File: src/rtl/minesweeper_pkg.sv
// Shared minesweeper definitions: cell display codes, game states, board defaults and the
// mine-placement LFSR step.
package minesweeper_pkg;

  localparam int unsigned GRID_W_DEFAULT = 8;
  localparam int unsigned GRID_H_DEFAULT = 8;

  localparam logic [3:0] CELL_HIDDEN = 4'd9;
  localparam logic [3:0] CELL_FLAG   = 4'd10;
  localparam logic [3:0] CELL_MINE   = 4'd11;

  localparam logic [15:0] LFSR_SEED = 16'hACE1;

  typedef enum logic [1:0] {
    StPlace = 2'd0,
    StPlay  = 2'd1,
    StWin   = 2'd2,
    StLose  = 2'd3
  } game_state_e;

  // 16-bit Fibonacci LFSR, taps 16,14,13,11, shifting towards bit 0.
  function automatic logic [15:0] lfsr_step(input logic [15:0] s);
    logic fb;
    fb = s[0] ^ s[2] ^ s[3] ^ s[5];
    return {fb, s[15:1]};
  endfunction

endpackage

File: src/rtl/key_debounce.sv
// Level debouncer: emits a single-cycle pulse once the raw input has been asserted for
// CYCLES consecutive clocks. Deassertion restarts the count; release produces no pulse.
module key_debounce #(
  parameter int unsigned CYCLES = 500000
) (
  input  logic clk,
  input  logic rst,
  input  logic raw,
  output logic pulse
);

  localparam int unsigned CNT_W = (CYCLES > 1) ? $clog2(CYCLES + 1) : 1;

  logic [CNT_W-1:0] cnt_q;
  logic             fired_q;
  logic             pulse_q;

  always_ff @(posedge clk) begin
    if (rst) begin
      cnt_q   <= '0;
      fired_q <= 1'b0;
      pulse_q <= 1'b0;
    end else begin
      pulse_q <= 1'b0;
      if (!raw) begin
        cnt_q   <= '0;
        fired_q <= 1'b0;
      end else if (!fired_q) begin
        // fired_q holds off further pulses until the input is released
        if (cnt_q == CNT_W'(CYCLES - 1)) begin
          pulse_q <= 1'b1;
          fired_q <= 1'b1;
          cnt_q   <= '0;
        end else begin
          cnt_q <= cnt_q + 1'b1;
        end
      end
    end
  end

  assign pulse = pulse_q;

endmodule

File: src/rtl/board_state_ctrl.sv
// Minesweeper board controller: LFSR mine placement, cursor, reveal/flag handling and a
// registered cell readout port. Define FLAG_EN to build in cell flagging.
module board_state_ctrl
  import minesweeper_pkg::*;
#(
  parameter int unsigned GRID_W          = GRID_W_DEFAULT,
  parameter int unsigned GRID_H          = GRID_H_DEFAULT,
  parameter int unsigned DEBOUNCE_CYCLES = 500000,
  parameter int unsigned MINE_DENSITY    = 2
) (
  input  logic       clk,
  input  logic       rst,
  input  logic [3:0] key_n,
  input  logic       btn_reveal,
  input  logic       btn_flag,
  input  logic [2:0] rd_col,
  input  logic [2:0] rd_row,
  output logic [3:0] rd_cell,
  output logic [2:0] cursor_x,
  output logic [2:0] cursor_y,
  output logic [1:0] game_state,
  output logic [6:0] mines_total
);

  localparam int unsigned CELLS = GRID_W * GRID_H;
  localparam int unsigned IDX_W = (CELLS > 1) ? $clog2(CELLS) : 1;

  // Debounced press pulses; key_pulse bit order matches key_n.
  logic [3:0] key_pulse;
  logic       reveal_pulse;
  logic       flag_pulse;

  for (genvar k = 0; k < 4; k++) begin : g_key_db
    key_debounce #(
      .CYCLES(DEBOUNCE_CYCLES)
    ) u_key_db (
      .clk  (clk),
      .rst  (rst),
      .raw  (~key_n[k]),
      .pulse(key_pulse[k])
    );
  end

  key_debounce #(
    .CYCLES(DEBOUNCE_CYCLES)
  ) u_reveal_db (
    .clk  (clk),
    .rst  (rst),
    .raw  (btn_reveal),
    .pulse(reveal_pulse)
  );

  game_state_e      state_q, state_d;
  logic [15:0]      lfsr_q;
  logic [IDX_W-1:0] place_idx_q;
  logic [6:0]       mines_total_q;
  logic [6:0]       revealed_cnt_q;
  logic [2:0]       cursor_x_q, cursor_x_d;
  logic [2:0]       cursor_y_q, cursor_y_d;
  logic [3:0]       rd_cell_q, rd_cell_d;

  logic             mine_q     [CELLS];
  logic             revealed_q [CELLS];
  logic [3:0]       adj_q      [CELLS];

  logic [IDX_W-1:0] cur_idx;
  logic [IDX_W-1:0] rd_idx;
  logic             cur_flagged;
  logic             rd_flagged;
  logic             place_mine;
  logic             place_en;
  logic             reveal_en;
  logic             flag_toggle;
  logic [3:0]       adj_cnt;
  logic [6:0]       win_target;

  assign cur_idx    = IDX_W'(32'(cursor_y_q) * GRID_W + 32'(cursor_x_q));
  assign rd_idx     = IDX_W'(32'(rd_row) * GRID_W + 32'(rd_col));
  assign place_mine = (32'(lfsr_q[3:0]) < MINE_DENSITY);
  assign win_target = 7'(CELLS) - mines_total_q;

`ifdef FLAG_EN
  logic flagged_q [CELLS];

  key_debounce #(
    .CYCLES(DEBOUNCE_CYCLES)
  ) u_flag_db (
    .clk  (clk),
    .rst  (rst),
    .raw  (btn_flag),
    .pulse(flag_pulse)
  );

  always_ff @(posedge clk) begin
    if (rst) begin
      for (int i = 0; i < int'(CELLS); i++) begin
        flagged_q[i] <= 1'b0;
      end
    end else if (flag_toggle) begin
      flagged_q[cur_idx] <= ~flagged_q[cur_idx];
    end
  end

  assign cur_flagged = flagged_q[cur_idx];
  assign rd_flagged  = flagged_q[rd_idx];
`else
  logic unused_btn_flag;

  assign unused_btn_flag = btn_flag;
  assign flag_pulse      = 1'b0;
  assign cur_flagged     = 1'b0;
  assign rd_flagged      = 1'b0;
`endif

  // Mined neighbours of the cursor cell, clipped at the board edges.
  always_comb begin
    int nx, ny;
    adj_cnt = '0;
    nx      = 0;
    ny      = 0;
    for (int dy = -1; dy <= 1; dy++) begin
      for (int dx = -1; dx <= 1; dx++) begin
        nx = int'(cursor_x_q) + dx;
        ny = int'(cursor_y_q) + dy;
        if (!(dx == 0 && dy == 0) && nx >= 0 && nx < int'(GRID_W) &&
            ny >= 0 && ny < int'(GRID_H)) begin
          if (mine_q[IDX_W'(ny * int'(GRID_W) + nx)]) begin
            adj_cnt = adj_cnt + 4'd1;
          end
        end
      end
    end
  end

  // Next state: one event per cycle, reveal > flag > left > right > up > down.
  always_comb begin
    state_d     = state_q;
    cursor_x_d  = cursor_x_q;
    cursor_y_d  = cursor_y_q;
    place_en    = 1'b0;
    reveal_en   = 1'b0;
    flag_toggle = 1'b0;
    unique case (state_q)
      StPlace: begin
        place_en = 1'b1;
        if (place_idx_q == IDX_W'(CELLS - 1)) begin
          state_d = StPlay;
        end
      end
      StPlay: begin
        if (revealed_cnt_q == win_target) begin
          state_d = StWin;
        end else if (reveal_pulse) begin
          if (!revealed_q[cur_idx] && !cur_flagged) begin
            if (mine_q[cur_idx]) begin
              state_d = StLose;
            end else begin
              reveal_en = 1'b1;
            end
          end
        end else if (flag_pulse) begin
          flag_toggle = !revealed_q[cur_idx];
        end else if (key_pulse[3]) begin
          if (cursor_x_q != 3'd0) cursor_x_d = cursor_x_q - 3'd1;
        end else if (key_pulse[2]) begin
          if (cursor_x_q != 3'(GRID_W - 1)) cursor_x_d = cursor_x_q + 3'd1;
        end else if (key_pulse[1]) begin
          if (cursor_y_q != 3'd0) cursor_y_d = cursor_y_q - 3'd1;
        end else if (key_pulse[0]) begin
          if (cursor_y_q != 3'(GRID_H - 1)) cursor_y_d = cursor_y_q + 3'd1;
        end
      end
      default: ;
    endcase
  end

  always_comb begin
    rd_cell_d = CELL_HIDDEN;
    if (32'(rd_col) < GRID_W && 32'(rd_row) < GRID_H) begin
      if (revealed_q[rd_idx]) begin
        rd_cell_d = adj_q[rd_idx];
      end else if (mine_q[rd_idx] && state_q == StLose) begin
        rd_cell_d = CELL_MINE;
      end else if (rd_flagged) begin
        rd_cell_d = CELL_FLAG;
      end
    end
  end

  always_ff @(posedge clk) begin
    if (rst) begin
      state_q        <= StPlace;
      lfsr_q         <= LFSR_SEED;
      place_idx_q    <= '0;
      mines_total_q  <= '0;
      revealed_cnt_q <= '0;
      cursor_x_q     <= '0;
      cursor_y_q     <= '0;
      rd_cell_q      <= CELL_HIDDEN;
      for (int i = 0; i < int'(CELLS); i++) begin
        mine_q[i]     <= 1'b0;
        revealed_q[i] <= 1'b0;
        adj_q[i]      <= '0;
      end
    end else begin
      state_q    <= state_d;
      lfsr_q     <= lfsr_step(lfsr_q);
      cursor_x_q <= cursor_x_d;
      cursor_y_q <= cursor_y_d;
      rd_cell_q  <= rd_cell_d;
      if (place_en) begin
        mine_q[place_idx_q] <= place_mine;
        place_idx_q         <= place_idx_q + 1'b1;
        if (place_mine) mines_total_q <= mines_total_q + 7'd1;
      end
      if (reveal_en) begin
        revealed_q[cur_idx] <= 1'b1;
        adj_q[cur_idx]      <= adj_cnt;
        revealed_cnt_q      <= revealed_cnt_q + 7'd1;
      end
    end
  end

  assign rd_cell     = rd_cell_q;
  assign cursor_x    = cursor_x_q;
  assign cursor_y    = cursor_y_q;
  assign game_state  = state_q;
  assign mines_total = mines_total_q;

endmodule

File: config.mk
export PLATFORM = sky130hd
export DESIGN_NAME = board_state_ctrl
export DESIGN_NICKNAME = d
export VERILOG_FILES = /design/src/rtl/minesweeper_pkg.sv /design/src/rtl/key_debounce.sv /design/src/rtl/board_state_ctrl.sv
export SDC_FILE = /design/constraint.sdc
export NUM_CORES = 1
export LEC_CHECK = 0
export CORE_AREA = 4 4 228 230
export DETAILED_ROUTE_END_ITERATION = 10
export DIE_AREA = 0 0 232 234
export GPL_ROUTABILITY_DRIVEN = 0
export HOLD_SLACK_MARGIN = 0.03
export PLACE_DENSITY = 0.82
export SLEW_MARGIN = 20
export SYNTH_ARGS = -nofsm -noshare
export SYNTH_HDL_FRONTEND = slang
export SYNTH_SLANG_ARGS = --single-unit
File: constraint.sdc
create_clock -name clk -period 7 [get_ports clk]
set_input_delay 0.7 -clock clk [delete_from_list [all_inputs] [get_ports clk]]
set_output_delay 0.7 -clock clk [all_outputs]
set_load 0.01 [all_outputs]
==> results of run 1 <==
==> worst min-delay path by stage <==
| stage | startpoint | end | slack, ns | cells past startpoint |
|---|---|---|---|---|
| floorplan | lfsr_q[11] | lfsr_q[10] | 0.39 | 1 |
| global placement | lfsr_q[14] | lfsr_q[13] | 0.40 | 1 |
| detailed placement | lfsr_q[12] | lfsr_q[11] | 0.40 | 1 |
| CTS | lfsr_q[12] | lfsr_q[11] | 0.41 | 1 |
| global route | lfsr_q[7] | lfsr_q[6] | 0.42 | 1 |
| finish | lfsr_q[12] | lfsr_q[11] | 0.41 | 1 |
==> timing repair <==
action                     4_1_cts  5_1_grt
setup endpoints to repair        0      164
buffers inserted                 0        7
hold endpoints to repair         0        0
resized for setup                0       34
==> cell usage in the layout (no fill, tap or decap), types with 9 or more instances in the layout <==
| master | n |
|---|---|
| nand3_1 | 59 |
| clkbuf_16 | 61 |
| clkdlybuf4s50_1 | 27 |
| and3_1 | 30 |
| buf_4 | 47 |
| a22oi_1 | 15 |
| clkbuf_1 | 13 |
| nand2b_1 | 18 |
| nand4b_1 | 9 |
| nor4_1 | 12 |
| mux2_2 | 12 |
| nor3_2 | 91 |
| xnor2_1 | 65 |
| nand4_1 | 19 |
| nor3b_1 | 10 |
| o21bai_1 | 121 |
| or3_1 | 15 |
| xor2_1 | 57 |
| o22ai_1 | 99 |
| clkinv_2 | 11 |
| nor2b_1 | 29 |
| nor2_1 | 255 |
| o21ai_0 | 34 |
| dfxtp_1 | 214 |
| inv_1 | 84 |
| ha_1 | 23 |
| a21oi_1 | 36 |
| mux2i_1 | 50 |
| nand3b_1 | 10 |
| or2_2 | 23 |
| mux4_2 | 156 |
| clkbuf_8 | 9 |
| nand2_1 | 89 |
| edfxtp_1 | 320 |
| nor3_1 | 160 |
==> registers in the layout, summed over array words and instances, names as in the netlist, 2 cells and up <==
| signal | count |
|---|---|
| revealed_q | 64 |
| g_key_db.u_key_db.fired_q | 4 |
| cursor_x | 3 |
| g_key_db.u_key_db.cnt_q | 76 |
| place_idx_q | 6 |
| lfsr_q | 16 |
| g_key_db.u_key_db.pulse | 4 |
| revealed_cnt_q | 7 |
| mines_total | 7 |
| game_state | 2 |
| mine_q | 64 |
| u_reveal_db.cnt_q | 19 |
| rd_cell | 4 |
| adj_q | 256 |
| cursor_y | 3 |
==> power by group <==
group          switching [mW]  leakage, nW  internal, mW  total [mW]
combinational           0.280         4.21         0.203       0.483
sequential             0.0503         5.01          3.42        3.47
clock                    1.23        0.904          1.74        2.97
==> critical path: stages, from the launching register on <==
cell and delay (ns):
dfxtp_4 0.41, clkbuf_8 0.38, nand3b_2 0.25, o22ai_1 0.09, or4_4 0.54, mux4_2 0.46
o21ai_0 0.34, ha_4 0.28, nand2_2 0.08, inv_2 0.06, ha_4 0.27, nand2_1 0.09
nor4_2 0.30, o21ai_1 0.12, a32o_2 0.31, nand3_2 0.10, ha_1 0.25, mux2_4 0.29
ha_1 0.21, nand2_1 0.11, xor2_2 0.18, xnor2_2 0.10, xnor2_2 0.18, a211oi_4 0.26
xnor3_4 0.58, buf_16 0.23, nor3_2 0.11
==> cell type report <==
type	instances	share of cell area
Antenna cell	2	0.000158
Clock inverter	25	0.00881
Multi-Input combinational cell	1661	0.431
Tap cell	672	0.0266
Timing Repair Buffer	96	0.0319
Sequential cell	537	0.441
Clock buffer	77	0.0493
Inverter	92	0.0110
==> metrics by stage <==
stage	setup TNS [ns]	total power [mW]	setup WS [ns]	hold WS [ns]	std cells
finish	0	6.93	0.175	0.412	3162
global route	-3.51	7.14	-0.113	0.417	3160
CTS	0	6.95	0.110	0.415	3144
detailed placement	0	4.01	0.153	0.401	3042
global placement	0	3.99	0.292	0.398	3042
floorplan	0	3.88	0.00977	0.389	2520
==> routing by layer <==
metal  wire (um)  global-route usage  vias up
met5          20                   0        -
met4        2650               0.100        2
met3        6040              0.0437      223
met2       34300               0.420     1079
met1       26600               0.327    10100
li1            -                   -     9238
==> logic make-up after synthesis <==
| family | count (synthesis) | synth area share |
|---|---|---|
| XOR/XNOR | 133 | 0.0431 |
| multiplexers | 219 | 0.145 |
| adder cells (fa/ha/maj) | 34 | 0.0161 |
| AND/OR/NAND/NOR | 891 | 0.170 |
| AO/OA/AOI/OAI | 382 | 0.0933 |
| other | 1 | 0.000130 |
| flip-flops | 537 | 0.485 |
| buffers and inverters | 323 | 0.0475 |
==> flow_metrics.env, run 1 <==
export IMPL_ys_seq_area_frac=0.485
export IMPL_track_usage=0.250
export IMPL_vias=20600
export IMPL_rows=82
export IMPL_fill_cells=3638
export IMPL_final_antenna_net_count=0
export IMPL_setup_viol=0
export IMPL_crit_start="cursor_x[0]"
export IMPL_worstReg2RegEnd="adj_q[47][3]"
export IMPL_status="completed"
export IMPL_pin_count=33
export IMPL_postPlaceCellArea_mm2=0.0294
export IMPL_coreArea_mm2=0.0499
export IMPL_syn_avg_cell_area_um2=11.4
export IMPL_fin_crit_ns=6.83
export IMPL_ir_drop_v=0.000224
export IMPL_drc=0
export IMPL_cts_hold_buffers=0
export IMPL_clock_tree_buffer_depth=3
export IMPL_worstPathRequired_ns=7.41
export IMPL_port_buffers=31
export IMPL_p_leak_nw=10.1
export IMPL_fin_area_mm2=0.0317
export IMPL_finalCritPeriodShare=0.975
export IMPL_cts_tree="done"
export IMPL_clk_pin_slew_worst_paths_ns=0.06
export IMPL_netlist_area_mm2=0.0288
export IMPL_fin_nets=2490
export IMPL_critPathLaunchType="flip-flop"
export IMPL_firstDrtPassIters=8
export IMPL_syn_to_final_growth_pct=10.1
export IMPL_tightest_slew_ns=1.08
export IMPL_relSlewSlack=0.279
export IMPL_via_per_inst=6.53
export IMPL_ys_seq_elements=537
export IMPL_timing_final_hold_violations=0
export IMPL_drt_iter0_drc=2504
export IMPL_cp_end_kind="flip-flop"
export IMPL_cap_violations=0
export IMPL_p_per_area_mw_per_mm2=219
export IMPL_synth_edf_count=320
export IMPL_synth_common_cells="edfxtp_1 (320), nor2_1 (255), dfxtp_1 (217)"
export IMPL_max_freq_mhz=147
export IMPL_synthFlopType="edfxtp_1"
export IMPL_async_flop_share=0
export IMPL_worstPathArrival_ns=7.23
export IMPL_die_h_um=234
export IMPL_grt_max_degree=99
export IMPL_wl_um=69600
export IMPL_yosysMostFrequentCell="edfxtp_1"
export IMPL_post_drt_wl_per_cell_um=22.0
export IMPL_rr_worst_depth=26
export IMPL_critPathMaxFanout=53
export IMPL_cts_made_buffers=54
export IMPL_synth_area_leaders="edfxtp_1 (33%), dfxtp_1 (15%), mux4_2 (12%)"
export IMPL_cts_sinks=537
export IMPL_postLayoutCoreUtil=0.635
export IMPL_critical_path_class="flip-flop to flip-flop"
export IMPL_synth_cells=2520
export IMPL_yosysWarnings=0
export IMPL_first_global_vias=20500
export IMPL_overflow=0
export IMPL_r2r_start="cursor_x[0]"
export IMPL_r2r_setup_slack_ns=0.17
export IMPL_synth_net_count=2568
export IMPL_drv_slew=0
export IMPL_register_area_mm2=0.0140
export IMPL_finClkSkew_ns=0.0378
export IMPL_die_area_mm2=0.0543
export IMPL_grt_pass1_wl_um=110000
export IMPL_ys_types=97
export IMPL_endpoint="adj_q[47][3]"
export IMPL_start_util=0.577
export IMPL_clock_root_buffer="clkbuf_16"
export IMPL_dp_hpwl_um=44200
export IMPL_multi_input_area_mm2=0.0137
export IMPL_die_x_um=232
export IMPL_drive_gt1_frac=0.206
export IMPL_antenna_found_initial=2
export IMPL_hold_path_class="flip-flop to flip-flop"
export IMPL_h_tree_depth=2
export IMPL_synth_top_area_share=0.334
export IMPL_synth_top_area_cell="edfxtp_1"
export IMPL_clock_latency_ns=0.62
Power figures use the tool's default switching activity.
==> run 2: changes to the inputs <==
--- a/config.mk
+++ b/config.mk
@@ -5,12 +5,12 @@
 export SDC_FILE = /design/constraint.sdc
 export NUM_CORES = 1
 export LEC_CHECK = 0
-export CORE_AREA = 4 4 228 230
+export CORE_AREA = 4 4 234 236
 export DETAILED_ROUTE_END_ITERATION = 10
-export DIE_AREA = 0 0 232 234
+export DIE_AREA = 0 0 238 240
 export GPL_ROUTABILITY_DRIVEN = 0
 export HOLD_SLACK_MARGIN = 0.03
-export PLACE_DENSITY = 0.82
+export PLACE_DENSITY = 0.79
 export SLEW_MARGIN = 20
 export SYNTH_ARGS = -nofsm -noshare
 export SYNTH_HDL_FRONTEND = slang
==> flow_metrics.env, run 2 (synthesized netlist as in run 1, its figures left out) <==
export IMPL_clock_latency_ns=0.62
export IMPL_total_power_mw=6.88
export IMPL_via_per_inst=6.43
export IMPL_final_antenna_net_count=0
export IMPL_worstPathRequired_ns=7.44
export IMPL_fin_nets=2489
export IMPL_hold_path_class="flip-flop to flip-flop"
export IMPL_postPlaceCellArea_mm2=0.0295
export IMPL_dp_hpwl_um=44600
export IMPL_drv_slew=0
export IMPL_critical_path_class="flip-flop to flip-flop"
export IMPL_final_cell_mix="edfxtp_1 (320), nor2_1 (254), dfxtp_1 (216), nor3_1 (160), mux4_2 (156)"
export IMPL_timing_final_hold_violations=0
export IMPL_fin_tns_setup_ns=0
export IMPL_fin_area_mm2=0.0316
export IMPL_register_area_mm2=0.0140
export IMPL_cap_violations=0
export IMPL_tightest_slew_ns=1.06
export IMPL_start_util=0.548
export IMPL_critPathMaxFanout=55
export IMPL_vias=20400
export IMPL_route_met2_wl_um=34000
export IMPL_h_tree_depth=2
export IMPL_drt_met1_wl_um=26800
export IMPL_ir_drop_v=0.000196
export IMPL_clk_pin_slew_worst_paths_ns=0.07
export IMPL_cp_end_kind="flip-flop"
export IMPL_drive_gt1_frac=0.208
export IMPL_rows=84
export IMPL_syn_to_final_growth_pct=9.80
export IMPL_finClkSkew_ns=0.0327
export IMPL_critPathLaunchType="flip-flop"
export IMPL_p_leak_nw=10.0
export IMPL_wl_um=68700
export IMPL_overflow=0
export IMPL_cp_slowest_cell="a222oi_1"
export IMPL_status="completed"
export IMPL_stdcell_count=3176
export IMPL_antenna_found_initial=1
export IMPL_grt_setup_unrepaired="false"
export IMPL_placed_cells=3059
export IMPL_die_x_um=238
export IMPL_wl_met3_um=5770
export IMPL_firstDrtPassIters=6
export IMPL_p_per_area_mw_per_mm2=218
export IMPL_cts_hold_buffers=0
export IMPL_cts_sinks=537
export IMPL_track_usage=0.236
export IMPL_grt_pass1_wl_um=110000
export IMPL_crit_top_cell="ha_1"
export IMPL_die_h_um=240
export IMPL_layout_commonest_cell="edfxtp_1"
export IMPL_max_freq_mhz=149
export IMPL_clock_root_buffer="clkbuf_16"
export IMPL_drt_iter0_drc=2524
export IMPL_first_global_vias=20400
export IMPL_post_drt_wl_per_cell_um=21.6
export IMPL_largest_reg_flops=256
export IMPL_cts_made_buffers=54
export IMPL_worstPathArrival_ns=7.14
export IMPL_relSlewSlack=0.288
export IMPL_die_area_mm2=0.0571
export IMPL_top_register="adj_q"
export IMPL_drc=0
export IMPL_coreArea_mm2=0.0524
export IMPL_clock_tree_buffer_depth=3
export IMPL_pin_count=33
export IMPL_setup_viol=0
export IMPL_grt_max_degree=98
export IMPL_finalCritPeriodShare=0.957
export IMPL_dr_max_layer_used="met4"
export IMPL_fin_crit_ns=6.70
export IMPL_largestRegisters="adj_q (256), g_key_db.u_key_db.cnt_q (76)"
export IMPL_fill_cells=3969
export IMPL_multi_input_area_mm2=0.0137
export IMPL_cts_tree="done"
export IMPL_port_buffers=31
export IMPL_slowest_delay_ns=0.60
run 2: timing repair:
item | CTS | global route
resized for setup | 0 | 27
endpoints found under the hold margin | 0 | 0
buffers inserted | 0 | 10
endpoints found under the setup margin | 0 | 168
run 2: per-layer routing:
layer / GRT usage / up-vias
met4: 0.0793 / 0
met3: 0.0406 / 170
met5: 0 / -
met1: 0.311 / 10100
li1: - / 9203
met2: 0.402 / 994
run 2: through the flow:
stage	utilization	hold slack [ns]	setup WS, ns
floorplan	-	0.389	0.00977
global placement	0.562	0.396	0.292
detailed placement	0.562	0.396	0.176
CTS	0.596	0.411	0.151
global route	0.602	0.433	0.0299
finish	0.602	0.403	0.301
run 2: final timing paths:
path / from / to / slack, ns / cells past startpoint
setup / recovery: cursor_x[0] / adj_q[36][3] / 0.30 / 28
hold / removal: lfsr_q[12] / lfsr_q[11] / 0.40 / 1
hold reg to reg: lfsr_q[12] / lfsr_q[11] / 0.40 / 1
setup reg to reg: cursor_x[0] / adj_q[36][3] / 0.30 / 28
run 2: critical path, delay by kind of cell, from the launching register on:
family	cells	cell delay, ns
fa+ha+maj	5	1.28
flops	1	0.35
simple gates	8	0.94
xor+xnor	6	1.29
compound gates	3	1.12
buf+inv	4	0.86
mux	2	0.64
run 2: cell type report:
class,count,share of cell area
antenna,1,0.0000792
clock buffer,79,0.0508
clock inverter,23,0.00654
inverter,92,0.0110
multi-input combinational,1661,0.432
sequential,537,0.442
tap,688,0.0273
timing repair buffer,95,0.0301
run 2: power breakdown:
| part | internal, mW | leakage (nW) | switching, mW |
|---|---|---|---|
| combinational | 0.206 | 4.13 | 0.279 |
| clock | 1.68 | 0.896 | 1.25 |
| sequential | 3.42 | 5.00 | 0.0506 |
